==> src/rtl/imem_loader_pkg.sv <==
// imem_loader_pkg: state encoding and stream constants shared by the loader
package imem_loader_pkg;
  localparam int HDR_BYTES = 2;
  localparam int CSUM_W = 8;
  typedef enum logic [2:0] {
    S_IDLE,
    S_LEN_HI,
    S_LEN_LO,
    S_DATA,
    S_CSUM,
    S_DONE,
    S_ERR
  } loader_state_t;
endpackage

==> src/rtl/imem_loader.sv <==
// imem_loader: length-prefixed checksummed byte stream to imem byte writes, holding the core while loading
module imem_loader
  import imem_loader_pkg::*;
#(
  parameter int MEM_BYTES = 1024,
  parameter int ADDR_W = 10
) (
  input  logic              clk,
  input  logic              rst_n,
  input  logic              start,
  input  logic              in_valid,
  input  logic [7:0]        in_data,
  output logic              in_ready,
  output logic              wr_en,
  output logic [ADDR_W-1:0] wr_addr,
  output logic [7:0]        wr_data,
  output logic              cpu_hold,
  output logic              done,
  output logic              err
);
  loader_state_t state, state_n;
  logic [15:0] cnt, len, n;
  logic [CSUM_W-1:0] sum;
  logic acc, rest, go, data_acc;
  assign acc = in_valid && in_ready;
  assign rest = state == S_IDLE || state == S_DONE || state == S_ERR;
  assign go = rest && start;
  assign data_acc = state == S_DATA && acc;
  assign n = {len[15:8], in_data};
  assign in_ready = state == S_LEN_HI || state == S_LEN_LO || state == S_DATA || state == S_CSUM;
  assign cpu_hold = in_ready || state == S_ERR;
  assign done = state == S_DONE;
  assign err = state == S_ERR;
  always_comb begin
    state_n = state;
    case (state)
      S_IDLE, S_DONE, S_ERR: state_n = start ? S_LEN_HI : state;
      S_LEN_HI: state_n = acc ? S_LEN_LO : state;
      S_LEN_LO: state_n = !acc ? state : ({1'b0, n} > 17'(MEM_BYTES)) ? S_ERR : (n == 16'd0) ? S_CSUM : S_DATA;
      S_DATA: state_n = (acc && cnt == len - 16'd1) ? S_CSUM : state;
      S_CSUM: state_n = !acc ? state : (in_data == sum) ? S_DONE : S_ERR;
      default: state_n = S_IDLE;
    endcase
  end
  always_ff @(posedge clk or negedge rst_n) begin
    if (!rst_n) begin
      state <= S_IDLE;
      cnt <= '0;
      len <= '0;
      sum <= '0;
      wr_en <= 1'b0;
      wr_addr <= '0;
      wr_data <= '0;
    end else begin
      state <= state_n;
      wr_en <= data_acc;
      if (data_acc) begin
        wr_addr <= cnt[ADDR_W-1:0];
        wr_data <= in_data;
        cnt <= cnt + 16'd1;
        sum <= sum + in_data;
      end
      if (state == S_LEN_HI && acc) len[15:8] <= in_data;
      if (state == S_LEN_LO && acc) len[7:0] <= in_data;
      if (go) begin
        cnt <= '0;
        sum <= '0;
      end
    end
  end
endmodule

==> config.mk <==
export PLATFORM = sky130hd
export DESIGN_NAME = imem_loader
export DESIGN_NICKNAME = d
export VERILOG_FILES = /design/src/rtl/imem_loader_pkg.sv /design/src/rtl/imem_loader.sv
export SDC_FILE = /design/constraint.sdc
export NUM_CORES = 1
export LEC_CHECK = 0
export BUFFER_PORTS_ARGS = -buffer_cell sky130_fd_sc_hd__buf_2
export CAP_MARGIN = 20
export CORE_ASPECT_RATIO = 2
export CORE_MARGIN = 2
export CORE_UTILIZATION = 47
export CTS_CLUSTER_SIZE = 14
export DETAILED_ROUTE_END_ITERATION = 10
export PLACE_DENSITY = 0.73
export SETUP_SLACK_MARGIN = 0.5
export SYNTH_ARGS = -nofsm -noshare
export SYNTH_HDL_FRONTEND = slang
export SYNTH_SLANG_ARGS = --single-unit
==> constraint.sdc <==
create_clock -name clk -period 2.7 [get_ports clk]
set_clock_uncertainty 0.1 [all_clocks]
set_input_delay 0 -clock clk [delete_from_list [all_inputs] [get_ports clk]]
set_output_delay 0 -clock clk [all_outputs]
set_load 0.05 [all_outputs]
After elaboration in Yosys (flattened, before gate mapping)
Cells that the tools add are included.
{ "classes": {"addsub": 3, "order_cmp": 1, "n_eq_ne": 13, "n_mux": 13, "reduce_logical": 17} }
{ "op_table": {"columns": ["cell", "count"], "rows": [
  ["16-bit 2-to-1 mux", 2],
  ["3-bit 2-to-1 mux", 7],
  ["16-bit by 1-bit adder with 16-bit output (second input constant)", 1],
  ["16-bit equality test", 1],
  ["16-bit by 11-bit greater-than comparator with 1-bit output (second input constant)", 1],
  ["16-bit zero test", 1],
  ["8-bit 2-to-1 mux", 2],
  ["16-bit by 1-bit subtractor with 16-bit output (second input constant)", 1],
  ["3-bit case mux with 5 select lines", 1],
  ["3-bit equality test (second input constant)", 3],
  ["8-bit adder", 1],
  ["8-bit equality test", 1],
  ["2-bit inequality test (second input constant)", 4],
  ["3-bit by 2-bit equality test with 1-bit output (second input constant)", 2],
  ["1-bit logical AND", 6],
  ["1-bit logical OR", 6],
  ["5-bit AND reduction", 1],
  ["3-bit by 1-bit equality test with 1-bit output (second input constant)", 1],
  ["3-bit zero test", 1],
  ["3-bit OR reduction", 1],
  ["2-bit 2-to-1 mux", 1],
  ["2-bit by 1-bit inequality test with 1-bit output (second input constant)", 1],
  ["2-bit nonzero test", 1]
]} }
{ "totals": {"ff_bits": 62, "inputBits": 12, "out_inout_bits": 23, "wordCells": 55} }

Depth between registers and ports, before layout
Gate-level depths: netlist (run 1).
{ "depth": {"depth_word": 8, "depth_mapped": 9, "ltp_nobuf": 8} }

Worst setup path before layout (run 1)
OpenSTA, ideal clock, no wires.
{ "synth_timing": {"path_kind": "reg2reg", "startpoint": "reg len[0]", "endpoint": "reg state[2]", "setup_time_ps": 67, "t_arrival_ps": 2350, "t_required_ps": 2533, "path_slack_ps": 183, "path_stages_with_launch": 9, "n_path_buf": 0, "synth_period_minus_slack_ps": 2517, "path_cell_list": "dfrtp_1 inv_1 ha_1 or4b_1 nor4b_1 a211o_1 nand3b_1 a2111oi_2 a41o_1"} }
{ "synth_between": {"elab_chain_len": 5} }
{ "synth_lines": {"columns": ["element", "line", "rtl"], "rows": [
  ["from (decl)", "imem_loader.sv:22", "logic [15:0] cnt, len, n;"],
  ["from (signal assigned)", "imem_loader.sv:64", "if (state == S_LEN_LO && acc) len[7:0] <= in_data;"],
  ["16-bit by 1-bit subtractor with 16-bit output", "imem_loader.sv:40", "S_DATA: state_n = (acc && cnt == len - 16'd1) ? S_CSUM : state;"],
  ["16-bit equality test", "imem_loader.sv:40", null],
  ["1-bit logical AND", "imem_loader.sv:40", null],
  ["2-bit by 1-bit inequality test with 1-bit output (no line)", null, null],
  ["5-bit AND reduction (no line)", null, null],
  ["to (signal assigned)", "imem_loader.sv:55", "state <= state_n;"],
  ["to (decl)", "imem_loader.sv:21", "loader_state_t state, state_n;"]
]} }
No other way between the ends.
A chain may end at the register's enable or synchronous reset.

Final worst setup path (run 1)
{ "layout_timing": {"startpoint": "reg len[3]", "endpoint": "reg state[2]"} }
Same word-level chain as after synthesis.

==> flow_summary.yaml, run 1 <==
outcome:
  status: "finished clean"
cts:
  cts_sinks: 62
  worstSkewPairLatency_ns: 0.33
  cts_made_buffers: 9
  cts_tree: "built"
  path_clk_slew_ns: 0.05
  root_buffer: "clkbuf_16"
  cts.path.max_buffers: 2
  htreeDepth: 3
placed_design:
  pre_cts_slack_ns: 0.0776
  io_buffers: 34
  place.gp.congestion: 0.985
  placed_cells: 510
  dp_hpwl_um: 6850
synthesis:
  synth.ff_latch_count: 62
  synth_edf_count: 0
  synth-main-ff-cell: "dfrtp_1"
  synth_top_area_frac: 0.438
  async_flop_share: 1.00
  yosys-top-cells-area: "dfrtp_1, nand2_1, xor2_1"
  synthCells: 388
  post_synth.cell_area_avg_um2: 9.12
  synth_top_cell_by_area: "dfrtp_1"
  synth_warnings: 0
  ys_types: 58
  seq_area_frac_synth: 0.438
  synth_nets: 410
  syn_area_mm2: 0.00354
die:
  die_h_um: 127
  die_area_mm2: 0.00828
  start_util: 0.487
  die_x_um: 65.4
  rows: 44
  core_mm2: 0.00727
  boundaryPins: 35
worst_setup_path:
  r2r_cells: 7
  cp_max_fo: 8
  required_ns: 2.87
  crit_path_start_kind: "flip-flop"
  end_kind: "flip-flop"
  critPathMaxStageDelay_ns: 0.49
  crit_type: "reg2reg"
  cp_slowest_cell: "dfrtp_1"
  path_cells: "or4_4 -> buf_4 -> nor3_1 -> and4_1 -> o221ai_1 -> a2111oi_4 -> a41o_1"
  arrival_ns: 2.76
route:
  drt_iter0_drc: 211
  wl_per_cell_um: 17.5
  drtPass1Iterations: 4
  dr_total_vias: 3150
  wl_um: 9550
  viasPerCell: 5.76
  drc: 0
  ant_nets: 0
global_route:
  grt_pass1_vias: 3173
  grt_max_degree: 38
  grt_pass1_wl_um: 15600
  grt_usage: 0.250
  grt_overflow: 0
  antenna_found_initial: 0
layout:
  layout.nets: 474
  fillers: 647
  final_common_cell: "nand2_1"
  layout_common_cells: "nand2_1, dfrtp_1, buf_2"
  n_antenna_cell: 0
  fin_cells: 547
  syn_to_final_growth_pct: 26.4
  drive_above_1_share: 0.248
timing:
  layout_min_cycle_time_ns: 2.59
  setup_viol: 0
  worst_slew_pin_slew_ns: 0.602
  min_period_over_period: 0.959
  fmax_mhz: 386
  drv_slew: 0
  grt_setup_unrepaired: "yes"
  tns_ns: 0
  relSlewSlack: 0.599
  hold_viol_final: 0
  fin_ws_ns: 0.112
pwr:
  p_sw_mw: 2.28
  p_per_area_mw_per_mm2: 1170
  pwr-share-comb: 0.498
  clkPwrFrac: 0.203
  p_seq_frac: 0.299
  swShare: 0.433
  peakVddDrop_v: 0.000863
  p_leak_nw: 2.07
  p_int_mw: 2.98
worst_hold_path:
  min_path_type: "in2async"
run:
  max_cap_viol_count: 0
[cell usage after synthesis, types with 10 or more instances]
master	number
inv_1	14
nand3_1	11
a21oi_1	12
xnor2_1	14
nor3_1	10
clkbuf_1	16
dfrtp_1	62
mux2_2	11
nor2_1	26
xor2_1	20
nand2_1	65
o21ai_0	24
[metal layers]
| layer | global-route usage | up-vias | part of all wire |
|---|---|---|---|
| met5 | 0 | - | 0 |
| met4 | 0.163 | 0 | 0.058 |
| met3 | 0.0417 | 44 | 0.043 |
| met2 | 0.433 | 99 | 0.54 |
| met1 | 0.273 | 1516 | 0.36 |
| li1 | - | 1491 | - |
[power by group through the flow]
stage	sequential [mW]	combinational (mW)	clock [mW]
2_1_floorplan	1.79	1.51	0
3_3_place_gp	1.58	2.27	0
3_5_place_dp	1.59	2.31	0
4_1_cts	1.56	2.45	1.09
5_1_grt	1.61	2.84	1.12
6_report	1.57	2.61	1.07
[timing repair]
| action | in CTS | in global routing |
|---|---|---|
| pin swaps | 4 | 10 |
| setup buffers | 6 | 8 |
| hold buffers | 9 | 0 |
| setup endpoints to repair | 3 | 11 |
| endpoints found under the hold margin | 50 | 0 |
| gates resized for setup | 8 | 16 |
[metrics by stage]
stage	util	cell area [um^2]	total power [mW]	hold slack [ns]
final	0.616	4470	5.25	0.109
after CTS	0.595	4320	5.10	0.117
after global routing	0.616	4470	5.57	0.183
after global placement	0.536	3890	3.85	-0.0661
after detailed placement	0.536	3890	3.91	-0.0621
after floorplan	-	3580	3.30	-0.396
[worst paths after layout]
check	slack [ns]	to	from
min in group clk	0.17	state[2]	start
max	0.11	state[2]	len[3]
max in group asynchronous	1.71	sum[1]	rst_n
min	0.11	sum[3]	rst_n
max reg2reg	0.11	state[2]	len[3]
min reg2reg	0.37	wr_addr[3]	wr_addr[3]
[cells by family (layout without fill, tap and decap cells)]
kind of cell               Yosys count  count (layout)  share of synthesized area
AOI/OAI and AO/OA                   72              72                      0.133
DFF                                 62              62                      0.438
adders and majority gates           10              10                     0.0375
xor gates and xnor gates            34              34                     0.0841
buffers and inverters               31              98                     0.0350
and+or+nand+nor                    165             165                      0.229
muxes                               14              14                     0.0435
[sequential cells by signal (all words and copies together) (netlist names)]
signal   count
wr_addr     10
sum          8
wr_en        1
wr_data      8
state        3
cnt         16
len         16
[layout make-up]
class / instances / area, um^2 / area share
repair buffers: 70 / 465 / 0.104
multi-input cells: 295 / 2010 / 0.449
inverters: 14 / 52.6 / 0.0117
flip-flops and latches: 62 / 1560 / 0.348
clock inverters: 1 / 5.00 / 0.00112
clock buffers: 13 / 270 / 0.0604
well taps: 92 / 115 / 0.0257
[worst max-delay path, delay by kind of cell, from the launching register on]
kind / cells / cell delay (ns)
AND/OR/NAND/NOR: 3 / 1.01
AO/OA/AOI/OAI: 3 / 0.78
flip-flops: 1 / 0.49
buffers and inverters: 1 / 0.16
Note: power is estimated with default switching activity, not from simulation.
==> run 2, diff against run 1 <==
- CORE_ASPECT_RATIO: 2 -> 1.75
==> run 2 against run 1 <==
Effect of this change:
- highest routed layer unchanged
- critical path depth shrank 1
- worst setup slack improved by 0.090 ns
- critical endpoint unchanged
- combinational power barely moved
- utilization is 1.1 points higher
- count of clock-buffer cells in the layout down 3
- die area down 0.18%
- critical path type unchanged
- clock power is 16% higher
- sequential cell count stayed put
- global-route usage decreased by 0.64 points
==> flow_summary.yaml, run 2 (synthesized netlist as in run 1, its figures left out) <==
outcome:
  status: "finished clean"
route:
  wl_per_cell_um: 17.7
  ant_nets: 0
  drt_iter0_drc: 209
  wl_um: 9630
  dr_total_vias: 3100
  drtPass1Iterations: 4
  drc: 0
  viasPerCell: 5.69
global_route:
  grt_usage: 0.244
  grt_max_degree: 40
  antenna_found_initial: 0
  grt_pass1_wl_um: 15700
  grt_overflow: 0
  grt_pass1_vias: 3156
layout:
  top_regs: "cnt: 16 flops, len: 16 flops, wr_addr: 10 flops"
  layout.nets: 476
  final_area_mm2: 0.00453
  utilization: 0.626
  syn_to_final_growth_pct: 28.0
  n_antenna_cell: 0
  layout_common_cells: "nand2_1, dfrtp_1, buf_2"
  seqCellArea_mm2: 0.00156
  drive_above_1_share: 0.257
  multi_input_area_mm2: 0.00201
  fillers: 582
  final_common_cell: "nand2_1"
cts:
  cts.path.max_buffers: 2
  cts_made_buffers: 9
  path_clk_slew_ns: 0.06
  cts_tree: "built"
  cts_sinks: 62
  htreeDepth: 3
  root_buffer: "clkbuf_16"
  worstSkewPairLatency_ns: 0.33
die:
  boundaryPins: 35
  start_util: 0.489
  rows: 41
  die_h_um: 119
  die_x_um: 69.6
  core_mm2: 0.00723
  die_area_mm2: 0.00827
pwr:
  peakVddDrop_v: 0.000788
  p_leak_nw: 2.08
  p_per_area_mw_per_mm2: 1190
timing:
  tns_ns: 0
  worst_slew_pin_slew_ns: 0.602
  min_period_over_period: 0.925
  fmax_mhz: 400
  hold_viol_final: 0
  drv_slew: 0
  grt_setup_unrepaired: "yes"
  relSlewSlack: 0.595
  setup_viol: 0
  fin_ws_ns: 0.202
  fin_hold_ws_ns: 0.127
  layout_min_cycle_time_ns: 2.50
placed_design:
  place.gp.congestion: 0.908
  io_buffers: 34
  dp_hpwl_um: 6850
  place_area_mm2: 0.00393
  pre_cts_slack_ns: 0.139
worst_setup_path:
  cp_max_fo: 5
  crit_type: "reg2reg"
  required_ns: 2.86
  crit_path_start_kind: "flip-flop"
  arrival_ns: 2.66
  end_kind: "flip-flop"
worst_hold_path:
  min_path_type: "in2async"
run:
  max_cap_viol_count: 0
run 2: cell types whose count changed in the layout (fill, tap and decap cells not counted), sizes merged:
cell and delta:
dlygate4sd3 +1, buf +2, bufinv +2, clkbuf -4, clkinvlp +2, clkinv +1
run 2: layer usage:
metal | vias to the layer above | track usage | wire (um)
met5 | - | 0 | 0
met4 | 0 | 0.100 | 333
met3 | 23 | 0.0460 | 275
met2 | 67 | 0.447 | 5270
met1 | 1517 | 0.270 | 3740
li1 | 1493 | - | -
run 2: metrics by stage:
stage | power [mW] | instances
after global routing | 5.72 | 545
after detailed placement | 3.94 | 510
after global placement | 3.90 | 510
after floorplan | 3.30 | 388
final | 5.40 | 545
after CTS | 5.31 | 542
run 2: layout make-up:
type                            instances  area share
Timing Repair Buffer                   72       0.106
Inverter                               14      0.0116
Clock buffer                           10      0.0527
Tap cell                               86      0.0238
Clock inverter                          6      0.0188
Sequential cell                        62       0.343
Multi-Input combinational cell        295       0.444
run 2: worst paths after layout:
check                                 from    endpoint  slack (ns)  depth (start not counted)
worst max-delay path                len[4]    state[2]        0.20                          6
worst max register to register      len[4]    state[2]        0.20                          6
min in group clk                     start    state[2]        0.17                          5
worst min register to register  wr_addr[2]  wr_addr[2]        0.37                          2
worst min-delay path                 rst_n  wr_data[2]        0.13                          3
max in group asynchronous            rst_n      sum[4]        1.86                          3
run 2: worst max-delay path: stages (launching register included):
cell and delay (ns):
dfrtp_2 0.43, or4_4 0.56, o32ai_2 0.21, o311ai_1 0.13, or4_4 0.51, a2111oi_4 0.29
a41o_1 0.21
run 2: timing repair:
action,CTS,global route
gates cloned,0,0
pin swaps,6,8
buffers inserted,6,3
endpoints found under the setup margin,10,14
hold buffers,10,0
gates resized for setup,11,11
endpoints found under the hold margin,85,0
run 2: where the power goes:
group	internal, mW	switching [mW]	total [mW]
Sequential	1.24	0.329	1.57
Combinational	1.03	1.55	2.59
Clock	0.828	0.411	1.24
